[src/rtl/hazard_pkg.sv]
`default_nettype none
// ============================================================================
//  Module   : hazard_pkg
//  Purpose  : Shared constants for the pipeline hazard controller.
//             - Forwarding-mux select encodings.
//             - Index of the hard-wired zero register.
//  Revision : 1.0  initial release
// ============================================================================
package hazard_pkg;

  // Select encoding of the E-stage forwarding muxes
  typedef logic [1:0] fwd_sel_t;

  localparam fwd_sel_t FWD_RF = 2'b00;  // register-file read data
  localparam fwd_sel_t FWD_W  = 2'b01;  // resultW
  localparam fwd_sel_t FWD_M  = 2'b10;  // aluoutM

  // Register 0 reads as zero, so it is never matched or forwarded
  localparam int unsigned REG_ZERO = 0;

endpackage
`default_nettype wire

[src/rtl/mc_busy_tracker.sv]
`default_nettype none
// ============================================================================
//  Module   : mc_busy_tracker
//  Purpose  : Tracks the multicycle (MULT/DIV -> HI/LO) unit with a busy
//             countdown.
//             - An issue loads MC_LAT into the counter.
//             - The unit is busy while the counter is non-zero.
//             - An issue that arrives while busy reloads the counter and
//               sets a sticky error flag.
//  Ports    : clk        - clock, rising edge
//             reset      - synchronous, active-low
//             mc_start_i - multicycle op is in E this cycle
//             mc_busy_o  - counter non-zero
//             mc_err_o   - sticky: issue seen while busy
//  Revision : 1.0  initial release
// ============================================================================
module mc_busy_tracker
  import hazard_pkg::*;
#(
  parameter int MC_LAT = 4,
  parameter int MC_W   = $clog2(MC_LAT + 1)
) (
  input  logic clk,
  input  logic reset,
  input  logic mc_start_i,
  output logic mc_busy_o,
  output logic mc_err_o
);

  localparam logic [MC_W-1:0] C_LAT = MC_W'(MC_LAT);
  localparam logic [MC_W-1:0] C_ONE = MC_W'(1);

  logic [MC_W-1:0] mc_cnt_q, mc_cnt_d;
  logic            mc_err_q, mc_err_d;

  assign mc_busy_o = (mc_cnt_q != '0);
  assign mc_err_o  = mc_err_q;

  always_comb begin
    mc_cnt_d = mc_cnt_q;
    mc_err_d = mc_err_q;
    if (mc_start_i) begin
      // A new issue always restarts the countdown, even over a busy unit
      mc_cnt_d = C_LAT;
      mc_err_d = mc_err_q | mc_busy_o;
    end else if (mc_busy_o) begin
      mc_cnt_d = mc_cnt_q - C_ONE;
    end
  end

  always_ff @(posedge clk) begin
    if (!reset) begin
      mc_cnt_q <= '0;
      mc_err_q <= 1'b0;
    end else begin
      mc_cnt_q <= mc_cnt_d;
      mc_err_q <= mc_err_d;
    end
  end

endmodule
`default_nettype wire

[src/rtl/hazard_ctrl_mc.sv]
`default_nettype none
// ============================================================================
//  Module   : hazard_ctrl_mc
//  Purpose  : Hazard unit for the 5-stage F/D/E/M/W datapath.
//             - Forwarding selects for the E and D stages.
//             - Load-use, branch and multicycle stalls.
//             - D flush on taken branch or jump.
//             - Saturating stall and flush performance counters.
//  Ports    : clk, reset (sync, active-low)
//             D stage : rsD, rtD, branchD, jumpD, pcsrcD, mc_useD
//             E stage : rsE, rtE, writeregE, regwriteE, memtoregE, mc_startE
//             M stage : writeregM, regwriteM, memtoregM
//             W stage : writeregW, regwriteW
//             perf_clr           - clear performance counters
//             forwardAE/BE       - E-stage mux selects
//             forwardAD/BD       - D-comparator forward from M
//             stallF/stallD/flushD/flushE - pipeline register controls
//             mc_busy/mc_err     - multicycle unit status
//             stall_cnt/flush_cnt - saturating event counters
//  Revision : 1.0  initial release
// ============================================================================
module hazard_ctrl_mc
  import hazard_pkg::*;
#(
  parameter int RADDR_W = 5,
  parameter int MC_LAT  = 4,
  parameter int MC_W    = $clog2(MC_LAT + 1),
  parameter int CNT_W   = 16
) (
  input  logic               clk,
  input  logic               reset,
  input  logic [RADDR_W-1:0] rsD,
  input  logic [RADDR_W-1:0] rtD,
  input  logic               branchD,
  input  logic               jumpD,
  input  logic               pcsrcD,
  input  logic               mc_useD,
  input  logic [RADDR_W-1:0] rsE,
  input  logic [RADDR_W-1:0] rtE,
  input  logic [RADDR_W-1:0] writeregE,
  input  logic               regwriteE,
  input  logic               memtoregE,
  input  logic               mc_startE,
  input  logic [RADDR_W-1:0] writeregM,
  input  logic               regwriteM,
  input  logic               memtoregM,
  input  logic [RADDR_W-1:0] writeregW,
  input  logic               regwriteW,
  input  logic               perf_clr,
  output logic [1:0]         forwardAE,
  output logic [1:0]         forwardBE,
  output logic               forwardAD,
  output logic               forwardBD,
  output logic               stallF,
  output logic               stallD,
  output logic               flushD,
  output logic               flushE,
  output logic               mc_busy,
  output logic               mc_err,
  output logic [CNT_W-1:0]   stall_cnt,
  output logic [CNT_W-1:0]   flush_cnt
);

  localparam logic [RADDR_W-1:0] C_ZERO_REG = RADDR_W'(REG_ZERO);
  localparam logic [CNT_W-1:0]   C_CNT_ONE  = CNT_W'(1);

  // Source r is produced by a writing stage with destination w
  function automatic logic reg_hit(input logic [RADDR_W-1:0] r,
                                   input logic [RADDR_W-1:0] w,
                                   input logic               we);
    return (r != C_ZERO_REG) && (r == w) && we;
  endfunction

  function automatic fwd_sel_t fwd_sel(input logic [RADDR_W-1:0] r);
    // M holds the younger result, so it wins over W
    if (reg_hit(r, writeregM, regwriteM))      return FWD_M;
    else if (reg_hit(r, writeregW, regwriteW)) return FWD_W;
    else                                       return FWD_RF;
  endfunction

  // --------------------------------------------------------------------------
  // Multicycle tracker
  // --------------------------------------------------------------------------
  mc_busy_tracker #(
    .MC_LAT (MC_LAT),
    .MC_W   (MC_W)
  ) u_mc_busy_tracker (
    .clk        (clk),
    .reset      (reset),
    .mc_start_i (mc_startE),
    .mc_busy_o  (mc_busy),
    .mc_err_o   (mc_err)
  );

  // --------------------------------------------------------------------------
  // Stall / flush decode
  // --------------------------------------------------------------------------
  logic w_lwstall, w_brstall, w_mcstall, w_stall, w_flushD;

  assign w_lwstall = memtoregE & regwriteE & (writeregE != C_ZERO_REG) &
                     ((writeregE == rsD) | (writeregE == rtD));

  // The D comparator cannot see an ALU result still in E, nor load data in M
  assign w_brstall = branchD &
                     ((regwriteE & (writeregE != C_ZERO_REG) &
                       ((writeregE == rsD) | (writeregE == rtD))) |
                      (memtoregM & (writeregM != C_ZERO_REG) &
                       ((writeregM == rsD) | (writeregM == rtD))));

  // The issue cycle itself also stalls: the tracker only goes busy next edge
  assign w_mcstall = mc_useD & (mc_busy | mc_startE);

  assign w_stall   = reset & (w_lwstall | w_brstall | w_mcstall);

  // A stalled redirect is held and re-evaluated once the stall clears
  assign w_flushD  = reset & (pcsrcD | jumpD) & ~w_stall;

  always_comb begin
    forwardAE = FWD_RF;
    forwardBE = FWD_RF;
    forwardAD = 1'b0;
    forwardBD = 1'b0;
    if (reset) begin
      forwardAE = fwd_sel(rsE);
      forwardBE = fwd_sel(rtE);
      forwardAD = reg_hit(rsD, writeregM, regwriteM);
      forwardBD = reg_hit(rtD, writeregM, regwriteM);
    end
  end

  assign stallF = w_stall;
  assign stallD = w_stall;
  assign flushE = w_stall;
  assign flushD = w_flushD;

  // --------------------------------------------------------------------------
  // Saturating performance counters
  // --------------------------------------------------------------------------
  logic [CNT_W-1:0] stall_cnt_q, stall_cnt_d;
  logic [CNT_W-1:0] flush_cnt_q, flush_cnt_d;

  always_comb begin
    stall_cnt_d = stall_cnt_q;
    flush_cnt_d = flush_cnt_q;
    if (perf_clr) begin
      stall_cnt_d = '0;
      flush_cnt_d = '0;
    end else begin
      if (w_stall && !(&stall_cnt_q))  stall_cnt_d = stall_cnt_q + C_CNT_ONE;
      if (w_flushD && !(&flush_cnt_q)) flush_cnt_d = flush_cnt_q + C_CNT_ONE;
    end
  end

  always_ff @(posedge clk) begin
    if (!reset) begin
      stall_cnt_q <= '0;
      flush_cnt_q <= '0;
    end else begin
      stall_cnt_q <= stall_cnt_d;
      flush_cnt_q <= flush_cnt_d;
    end
  end

  assign stall_cnt = stall_cnt_q;
  assign flush_cnt = flush_cnt_q;

endmodule
`default_nettype wire
[config.mk]
export PLATFORM = sky130hd
export DESIGN_NAME = hazard_ctrl_mc
export DESIGN_NICKNAME = d
export VERILOG_FILES = /design/src/rtl/hazard_pkg.sv /design/src/rtl/mc_busy_tracker.sv /design/src/rtl/hazard_ctrl_mc.sv
export SDC_FILE = /design/constraint.sdc
export NUM_CORES = 1
export LEC_CHECK = 0
export BUFFER_PORTS_ARGS = -buffer_cell sky130_fd_sc_hd__buf_2
export CORE_MARGIN = 8
export CORE_UTILIZATION = 50
export CTS_CLUSTER_DIAMETER = 80
export CTS_CLUSTER_SIZE = 25
export DETAILED_ROUTE_END_ITERATION = 8
export GPL_TIMING_DRIVEN = 1
export PLACE_DENSITY_LB_ADDON = 0.05
export SLEW_MARGIN = 10
export SYNTH_ARGS = -nofsm -noshare
export SYNTH_HDL_FRONTEND = slang
export SYNTH_HIERARCHICAL = 1
export SYNTH_SLANG_ARGS = --single-unit
[constraint.sdc]
create_clock -name clk -period 2.4 [get_ports clk]
set_input_delay 0.24 -clock clk [delete_from_list [all_inputs] [get_ports clk]]
set_output_delay 0.24 -clock clk [all_outputs]
set_load 0.05 [all_outputs]
==> run_summary.xml, run 1 <==
<?xml version="1.0" encoding="UTF-8"?>
<metrics>
  <group name="drt">
    <metric name="wl_final" unit="mm">6.77</metric>
    <metric name="detail_route.vias_per_cell" unit="">5.55</metric>
    <metric name="drt_first_pass_iters" unit="">4</metric>
    <metric name="vias" unit="">2653</metric>
    <metric name="first_iter_violations" unit="">201</metric>
    <metric name="route.detailed.drc" unit="">0</metric>
    <metric name="count_of_antenna_violating_nets_left_after_detailed_routing" unit="">0</metric>
    <metric name="drt-wirelength-per-cell" unit="microns">14.2</metric>
  </group>
  <group name="clocking">
    <metric name="cts_root_buf" unit="">clkbuf_8</metric>
    <metric name="clkLatencyLatePin" unit="ps">290</metric>
    <metric name="tritoncts.num_buffers" unit="">5</metric>
    <metric name="numClockSinks" unit="">36</metric>
    <metric name="cts-root-to-sink-buffers" unit="">2</metric>
    <metric name="htree_num_levels" unit="">2</metric>
    <metric name="cts_tree" unit="">done</metric>
    <metric name="worst_setup_hold_path_clk_slew" unit="ps">80</metric>
  </group>
  <group name="run">
    <metric name="drv_cap" unit="">0</metric>
  </group>
  <group name="synth">
    <metric name="post-synth-top-count-cell" unit="">dfxtp_1</metric>
    <metric name="synth_enable_flop_cells" unit="">0</metric>
    <metric name="synth_fp_nets" unit="">373</metric>
    <metric name="synth_commonest_cells" unit="">36 x dfxtp_1, 26 x xnor2_1, 25 x nand3_1, 24 x a21oi_1, 17 x or4_1</metric>
    <metric name="synth_area_leader_cell" unit="">dfxtp_1</metric>
    <metric name="synth_top_area_share" unit="">0.284</metric>
    <metric name="synth.ff_latch_count" unit="">36</metric>
    <metric name="post_synth_inst_count" unit="">320</metric>
    <metric name="synth_top_flop_cell" unit="">dfxtp_1</metric>
    <metric name="synth.top_cells.by_area" unit="">dfxtp_1 28%, xnor2_1 9.0%, xor2_1 5.5%</metric>
    <metric name="distinct_cells_synth" unit="">41</metric>
    <metric name="post_synth.cell_area_avg" unit="sq um">7.94</metric>
    <metric name="yosysWarnings" unit="">6</metric>
    <metric name="synth_sequential_area_ratio" unit="">0.284</metric>
    <metric name="async_flop_share" unit="">0</metric>
    <metric name="netlist_area_before_placement" unit="sq um">2540</metric>
  </group>
  <group name="worst_setup_path">
    <metric name="required_time_of_the_critical_path" unit="ps">2160</metric>
    <metric name="critical_path_arrival" unit="ps">2070</metric>
    <metric name="worst_path_largest_cell_delay" unit="ps">320</metric>
    <metric name="worstSetupPathType" unit="">reg2out</metric>
    <metric name="crit_path_cell_trace" unit="">inv_1 &gt; ha_2 &gt; ha_2 &gt; clkinvlp_4 &gt; o21ai_2 &gt; o211a_1 &gt; nand3_4 &gt; buf_12 &gt; clkinvlp_4 &gt; buf_8</metric>
    <metric name="critPathMaxFanout" unit="">8</metric>
    <metric name="worstSetupEndpointType" unit="">primary output</metric>
    <metric name="cell_type_group_with_the_largest_total_delay_on_the_critical_path" unit="">buffers and inverters</metric>
    <metric name="timing.critical_path.slowest_stage_cell" unit="">dfxtp_1</metric>
    <metric name="worst_setup_path_start_kind" unit="">flip-flop</metric>
    <metric name="critPathBufInv" unit="">5</metric>
  </group>
  <group name="floorplanning">
    <metric name="initial_utilization" unit="">0.507</metric>
    <metric name="die_y" unit="microns">87.3</metric>
    <metric name="core.rowCount" unit="">26</metric>
    <metric name="full_die_area" unit="sq um">7620</metric>
    <metric name="core_area" unit="sq um">5010</metric>
    <metric name="dieWidth" unit="microns">87.3</metric>
    <metric name="floorplan.io_pins" unit="">92</metric>
  </group>
  <group name="pwr">
    <metric name="p_leak" unit="nW">1.31</metric>
    <metric name="power-per-cell-area" unit="nW/um^2">470</metric>
    <metric name="internal-power" unit="mW">1.12</metric>
    <metric name="seq_power_share" unit="">0.396</metric>
    <metric name="combPwrFrac" unit="">0.222</metric>
    <metric name="switching_share" unit="">0.276</metric>
    <metric name="p_clk_frac" unit="">0.383</metric>
    <metric name="max-vdd-ir-drop" unit="mV">0.226</metric>
    <metric name="switching_power" unit="mW">0.426</metric>
  </group>
  <group name="sta">
    <metric name="period_minus_slack" unit="ps">2310</metric>
    <metric name="tightest_slew" unit="ps">629</metric>
    <metric name="timing.final.max_slew_violations" unit="">0</metric>
    <metric name="slew_headroom" unit="">0.576</metric>
    <metric name="setup_viol" unit="">0</metric>
    <metric name="timing.fmax" unit="GHz">0.433</metric>
    <metric name="final-hold-violation-count" unit="">0</metric>
    <metric name="final_min_period_over_clock_period" unit="">0.962</metric>
    <metric name="skew" unit="ps">5.45</metric>
    <metric name="timing.hold.ws" unit="ps">215</metric>
    <metric name="setup_total_negative_slack" unit="ps">0</metric>
  </group>
  <group name="final_layout">
    <metric name="post_route_cells_drive_above_1_share" unit="">0.324</metric>
    <metric name="n_fill_cell" unit="">483</metric>
    <metric name="n_antenna_cell" unit="">0</metric>
    <metric name="areaGrowthSynthToFinish" unit="%">29.2</metric>
    <metric name="fin_nets" unit="">460</metric>
  </group>
  <group name="place">
    <metric name="hpwl" unit="mm">5.20</metric>
    <metric name="portBuffers" unit="">91</metric>
    <metric name="gp_congestion" unit="">0.843</metric>
  </group>
  <group name="min_path">
    <metric name="min-delay-path-class" unit="">in2reg</metric>
  </group>
  <group name="status">
    <metric name="outcome" unit="">completed</metric>
  </group>
  <group name="grt">
    <metric name="grt_max_degree" unit="">30</metric>
    <metric name="grt_antenna_before_repair" unit="">0</metric>
    <metric name="grt.overflow.total" unit="">0</metric>
    <metric name="gr-usage-all-layers" unit="">0.175</metric>
    <metric name="grt_pass1_vias" unit="">2570</metric>
    <metric name="grt_first_pass_wirelength" unit="mm">11.0</metric>
  </group>
</metrics>
[worst paths after layout]
path / startpoint / endpoint / slack [ps] / depth (start not counted)
hold / removal: mc_startE / u_mc_busy_tracker/mc_cnt_q[2]$_SDFFE_PN0P_ / 210 / 2
setup reg to reg: u_mc_busy_tracker/mc_cnt_q[0]$_SDFFE_PP0P_ / flush_cnt[5]$_SDFFE_PP0P_ / 150 / 11
hold reg to reg: u_mc_busy_tracker/mc_err_o$_SDFFE_PN0P_ / u_mc_busy_tracker/mc_err_o$_SDFFE_PN0P_ / 470 / 1
setup / recovery: u_mc_busy_tracker/mc_cnt_q[0]$_SDFFE_PP0P_ / flushD / 90 / 10
[metal layers]
| metal | GRT usage | vias to the layer above | part of all wire |
|---|---|---|---|
| li1 | - | 1341 | - |
| met5 | 0 | - | 0 |
| met3 | 0.0434 | 6 | 0.057 |
| met1 | 0.208 | 1214 | 0.46 |
| met2 | 0.298 | 92 | 0.47 |
| met4 | 0.0547 | 0 | 0.011 |
[layout by cell type, fill, tap and decap left out, types with 11 or more instances in the layout]
cell type  instances
or4_1             17
a21oi_1           24
dfxtp_1           29
xnor2_1           26
nand4_1           12
buf_2             90
nand3_1           24
nand2_1           16
xor2_1            16
o31ai_1           11
o21ai_0           14
[worst register-to-register path: stages, from the launching register on]
cell and delay [ps]:
dfxtp_1 320, inv_1 60, ha_2 180, ha_2 200, clkinvlp_4 100, o21ai_2 130, o211a_1 220, nand3_4 120
buf_12 190, buf_4 150, or3_1 340, a21oi_1 150
[power by group through the flow]
stage	logic (mW)	clock network, mW	registers, mW
floorplan	0.209	0	0.635
global placement	0.321	0	0.624
detailed placement	0.324	0	0.624
CTS	0.326	0.605	0.610
global route	0.371	0.628	0.612
finish	0.342	0.590	0.610
[timing repair]
action | in CTS | in global routing
endpoints found under the setup margin | 1 | 3
cloned | 0 | 1
buffers inserted | 0 | 1
hold buffers | 0 | 0
pin swaps | 0 | 1
gates resized for setup | 1 | 6
[registers in the layout, indices dropped and copies added, names as in the netlist]
name,flops
flush_cnt,16
stall_cnt,16
u_mc_busy_tracker/mc_cnt_q,3
u_mc_busy_tracker/mc_err_o,1
[area by class of cell]
| class | count | area [sq um] | share of cell area |
|---|---|---|---|
| Tap cell | 70 | 87.6 | 0.0267 |
| Inverter | 9 | 41.3 | 0.0126 |
| Timing Repair Buffer | 104 | 606 | 0.185 |
| Multi-Input combinational cell | 251 | 1690 | 0.515 |
| Clock inverter | 1 | 30.0 | 0.00915 |
| Sequential cell | 36 | 729 | 0.222 |
| Clock buffer | 7 | 96.3 | 0.0294 |
[per-stage QoR]
step | cell area, sq um | power (mW) | setup slack (ps) | cells | utilization
final | 3280 | 1.54 | 92.1 | 478 | 0.655
after global routing | 3280 | 1.61 | -24.4 | 478 | 0.655
after CTS | 3220 | 1.54 | 13.6 | 476 | 0.643
after detailed placement | 3090 | 0.948 | 92.3 | 468 | 0.617
after global placement | 3090 | 0.945 | 176 | 468 | 0.617
after floorplan | 2570 | 0.844 | 11.3 | 320 | -
[cells by family after synthesis]
family,after synthesis,share of synthesized area
buffers and inverters,33,0.0660
DFF,36,0.284
and+or+nand+nor,136,0.307
AOI/OAI and AO/OA,62,0.148
adders and majority gates,5,0.0246
xor gates and xnor gates,42,0.145
muxes,6,0.0256
No activity file was read; power rests on OpenSTA's default activity.
==> inputs of run 2 (changes only) <==
Settings changed: RECOVER_POWER from default to 100.
==> run_summary.xml, run 2 (synthesis results as in run 1) <==
<?xml version="1.0" encoding="UTF-8"?>
<metrics>
  <group name="worst_setup_path">
    <metric name="worst_setup_path_start_kind" unit="">flip-flop</metric>
    <metric name="ff2ff_path_depth" unit="">11</metric>
    <metric name="worstSetupPathType" unit="">reg2out</metric>
    <metric name="critical_path_arrival" unit="ps">2050</metric>
    <metric name="worstSetupEndpointType" unit="">primary output</metric>
    <metric name="required_time_of_the_critical_path" unit="ps">2160</metric>
    <metric name="critPathMaxFanout" unit="">8</metric>
    <metric name="setup.reg_to_reg.worst_slack" unit="ps">170</metric>
    <metric name="timing.rr.start" unit="">u_mc_busy_tracker/mc_cnt_q[0]$_SDFFE_PP0P_</metric>
    <metric name="timing.rr.end" unit="">flush_cnt[5]$_SDFFE_PP0P_</metric>
  </group>
  <group name="grt">
    <metric name="grt.busiest_layer" unit="">met2</metric>
    <metric name="grt.overflow.total" unit="">0</metric>
    <metric name="grt_max_degree" unit="">30</metric>
    <metric name="grt_antenna_before_repair" unit="">0</metric>
    <metric name="gr-usage-all-layers" unit="">0.175</metric>
    <metric name="grt_pass1_vias" unit="">2570</metric>
    <metric name="globalRouteMet2Util" unit="">0.298</metric>
    <metric name="use_met1" unit="">0.208</metric>
    <metric name="grt_use_met3" unit="">0.0434</metric>
    <metric name="grt_first_pass_wirelength" unit="mm">11.0</metric>
  </group>
  <group name="final_layout">
    <metric name="areaGrowthSynthToFinish" unit="%">26.3</metric>
    <metric name="mostFrequentLayoutCell" unit="">buf_2</metric>
    <metric name="post_route_cells_drive_above_1_share" unit="">0.225</metric>
    <metric name="final_cell_count_no_fill" unit="">478</metric>
    <metric name="mostFrequentLayoutCells" unit="">54 x buf_2, 37 x clkbuf_1, 29 x dfxtp_1</metric>
    <metric name="fin_nets" unit="">460</metric>
    <metric name="n_antenna_cell" unit="">0</metric>
    <metric name="final_util" unit="">0.640</metric>
    <metric name="n_fill_cell" unit="">505</metric>
  </group>
  <group name="clocking">
    <metric name="clkLatencyLatePin" unit="ps">290</metric>
    <metric name="cts_root_buf" unit="">clkbuf_8</metric>
    <metric name="cts-root-to-sink-buffers" unit="">2</metric>
    <metric name="numClockSinks" unit="">36</metric>
    <metric name="cts_tree" unit="">done</metric>
    <metric name="htree_num_levels" unit="">2</metric>
    <metric name="worst_setup_hold_path_clk_slew" unit="ps">70</metric>
    <metric name="cts_hold_buf" unit="">0</metric>
    <metric name="tritoncts.num_buffers" unit="">5</metric>
  </group>
  <group name="floorplanning">
    <metric name="floorplan.io_pins" unit="">92</metric>
    <metric name="die_y" unit="microns">87.3</metric>
    <metric name="dieWidth" unit="microns">87.3</metric>
    <metric name="full_die_area" unit="sq um">7620</metric>
    <metric name="initial_utilization" unit="">0.507</metric>
    <metric name="core.rowCount" unit="">26</metric>
    <metric name="core_area" unit="sq um">5010</metric>
  </group>
  <group name="sta">
    <metric name="layout_setup_ws" unit="ps">110</metric>
    <metric name="period_minus_slack" unit="ps">2290</metric>
    <metric name="skew" unit="ps">4.21</metric>
    <metric name="slew_headroom" unit="">0.582</metric>
    <metric name="setup_total_negative_slack" unit="ps">0</metric>
    <metric name="setup_viol" unit="">0</metric>
    <metric name="timing.fmax" unit="GHz">0.437</metric>
    <metric name="tightest_slew" unit="ps">621</metric>
    <metric name="timing.hold.ws" unit="ps">214</metric>
    <metric name="final_min_period_over_clock_period" unit="">0.954</metric>
    <metric name="timing.final.max_slew_violations" unit="">0</metric>
    <metric name="final-hold-violation-count" unit="">0</metric>
  </group>
  <group name="pwr">
    <metric name="switching_share" unit="">0.277</metric>
    <metric name="max-vdd-ir-drop" unit="mV">0.226</metric>
    <metric name="combPwrFrac" unit="">0.216</metric>
    <metric name="switching_power" unit="mW">0.423</metric>
    <metric name="seq_power_share" unit="">0.399</metric>
    <metric name="power-per-cell-area" unit="nW/um^2">476</metric>
    <metric name="p_leak" unit="nW">1.14</metric>
    <metric name="p_clk_frac" unit="">0.385</metric>
    <metric name="internal-power" unit="mW">1.11</metric>
  </group>
  <group name="min_path">
    <metric name="timing.hold.worst_endpoint" unit="">u_mc_busy_tracker/mc_cnt_q[2]$_SDFFE_PN0P_</metric>
    <metric name="worst_hold_path.num_cells" unit="">2</metric>
    <metric name="hp-start" unit="">mc_startE</metric>
    <metric name="min-delay-path-class" unit="">in2reg</metric>
  </group>
  <group name="drt">
    <metric name="count_of_antenna_violating_nets_left_after_detailed_routing" unit="">0</metric>
    <metric name="wl_final" unit="mm">6.78</metric>
    <metric name="detail_route.vias_per_cell" unit="">5.56</metric>
    <metric name="drt_first_pass_iters" unit="">4</metric>
    <metric name="drt-wirelength-per-cell" unit="microns">14.2</metric>
    <metric name="first_iter_violations" unit="">199</metric>
    <metric name="route.detailed.drc" unit="">0</metric>
    <metric name="vias" unit="">2658</metric>
  </group>
  <group name="status">
    <metric name="outcome" unit="">completed</metric>
  </group>
  <group name="place">
    <metric name="portBuffers" unit="">91</metric>
    <metric name="place_inst" unit="">468</metric>
    <metric name="gp_congestion" unit="">0.843</metric>
    <metric name="hpwl" unit="mm">5.20</metric>
    <metric name="dp_worst_setup_slack" unit="ps">92.3</metric>
  </group>
  <group name="run">
    <metric name="drv_cap" unit="">0</metric>
  </group>
</metrics>
==> run 2: cell count changes in the layout (fill, tap and decap cells not counted), sizes merged <==
cell / change
buf: -39
clkbuf: +38
dlymetal6s2s: +1
==> run 2: timing repair <==
item,CTS,global route
setup endpoints to repair,1,3
gates cloned,0,1
buffers inserted,0,1
resized for setup,1,6
pin swaps,0,1
==> run 2: per-stage QoR <==
step	total power [mW]	area, sq um
3_5_place_dp	0.948	3090
2_1_floorplan	0.844	2570
5_1_grt	1.60	3210
3_3_place_gp	0.945	3090
4_1_cts	1.54	3220
6_report	1.53	3210
==> run 2: critical path, stage by stage, from the launching register on <==
cell and delay, ps:
dfxtp_1 320, inv_1 60, ha_2 180, ha_2 200, clkinvlp_4 100, o21ai_2 130, o211a_1 220, nand3_4 110
buf_12 180, clkinvlp_4 100, buf_8 150
==> run 2: worst max path at each step <==
stage	start	end	slack, ps
global placement	writeregM[1]	flush_cnt[13]$_SDFFE_PP0P_	180
global route	u_mc_busy_tracker/mc_cnt_q[0]$_SDFFE_PP0P_	flushD	-5
detailed placement	writeregM[1]	flush_cnt[13]$_SDFFE_PP0P_	90
CTS	u_mc_busy_tracker/mc_cnt_q[0]$_SDFFE_PP0P_	flushD	10
floorplan	stall_cnt[5]$_SDFFE_PP0P_	stall_cnt[1]$_SDFFE_PP0P_	10
finish	u_mc_busy_tracker/mc_cnt_q[0]$_SDFFE_PP0P_	flushD	110
==> run 2: power by group through the flow <==
stage | Combinational, mW | Sequential (mW) | Clock, mW
2_1_floorplan | 0.209 | 0.635 | 0
3_3_place_gp | 0.321 | 0.624 | 0
3_5_place_dp | 0.324 | 0.624 | 0
4_1_cts | 0.326 | 0.610 | 0.605
5_1_grt | 0.359 | 0.612 | 0.628
6_report | 0.329 | 0.610 | 0.588
==> run 2: final cells by class <==
class,instances,area (sq um),area share
inverter,9,41.3,0.0129
clock inverter,1,30.0,0.00936
timing repair buffer,104,542,0.169
tap,70,87.6,0.0273
clock buffer,7,96.3,0.0300
multi-input combinational,251,1680,0.524
sequential,36,729,0.227
==> run 2: per-layer routing <==
| metal | vias to the layer above | share of wire |
|---|---|---|
| met5 | - | 0 |
| met4 | 0 | 0.011 |
| met3 | 6 | 0.056 |
| met2 | 89 | 0.47 |
| met1 | 1221 | 0.46 |
| li1 | 1342 | - |
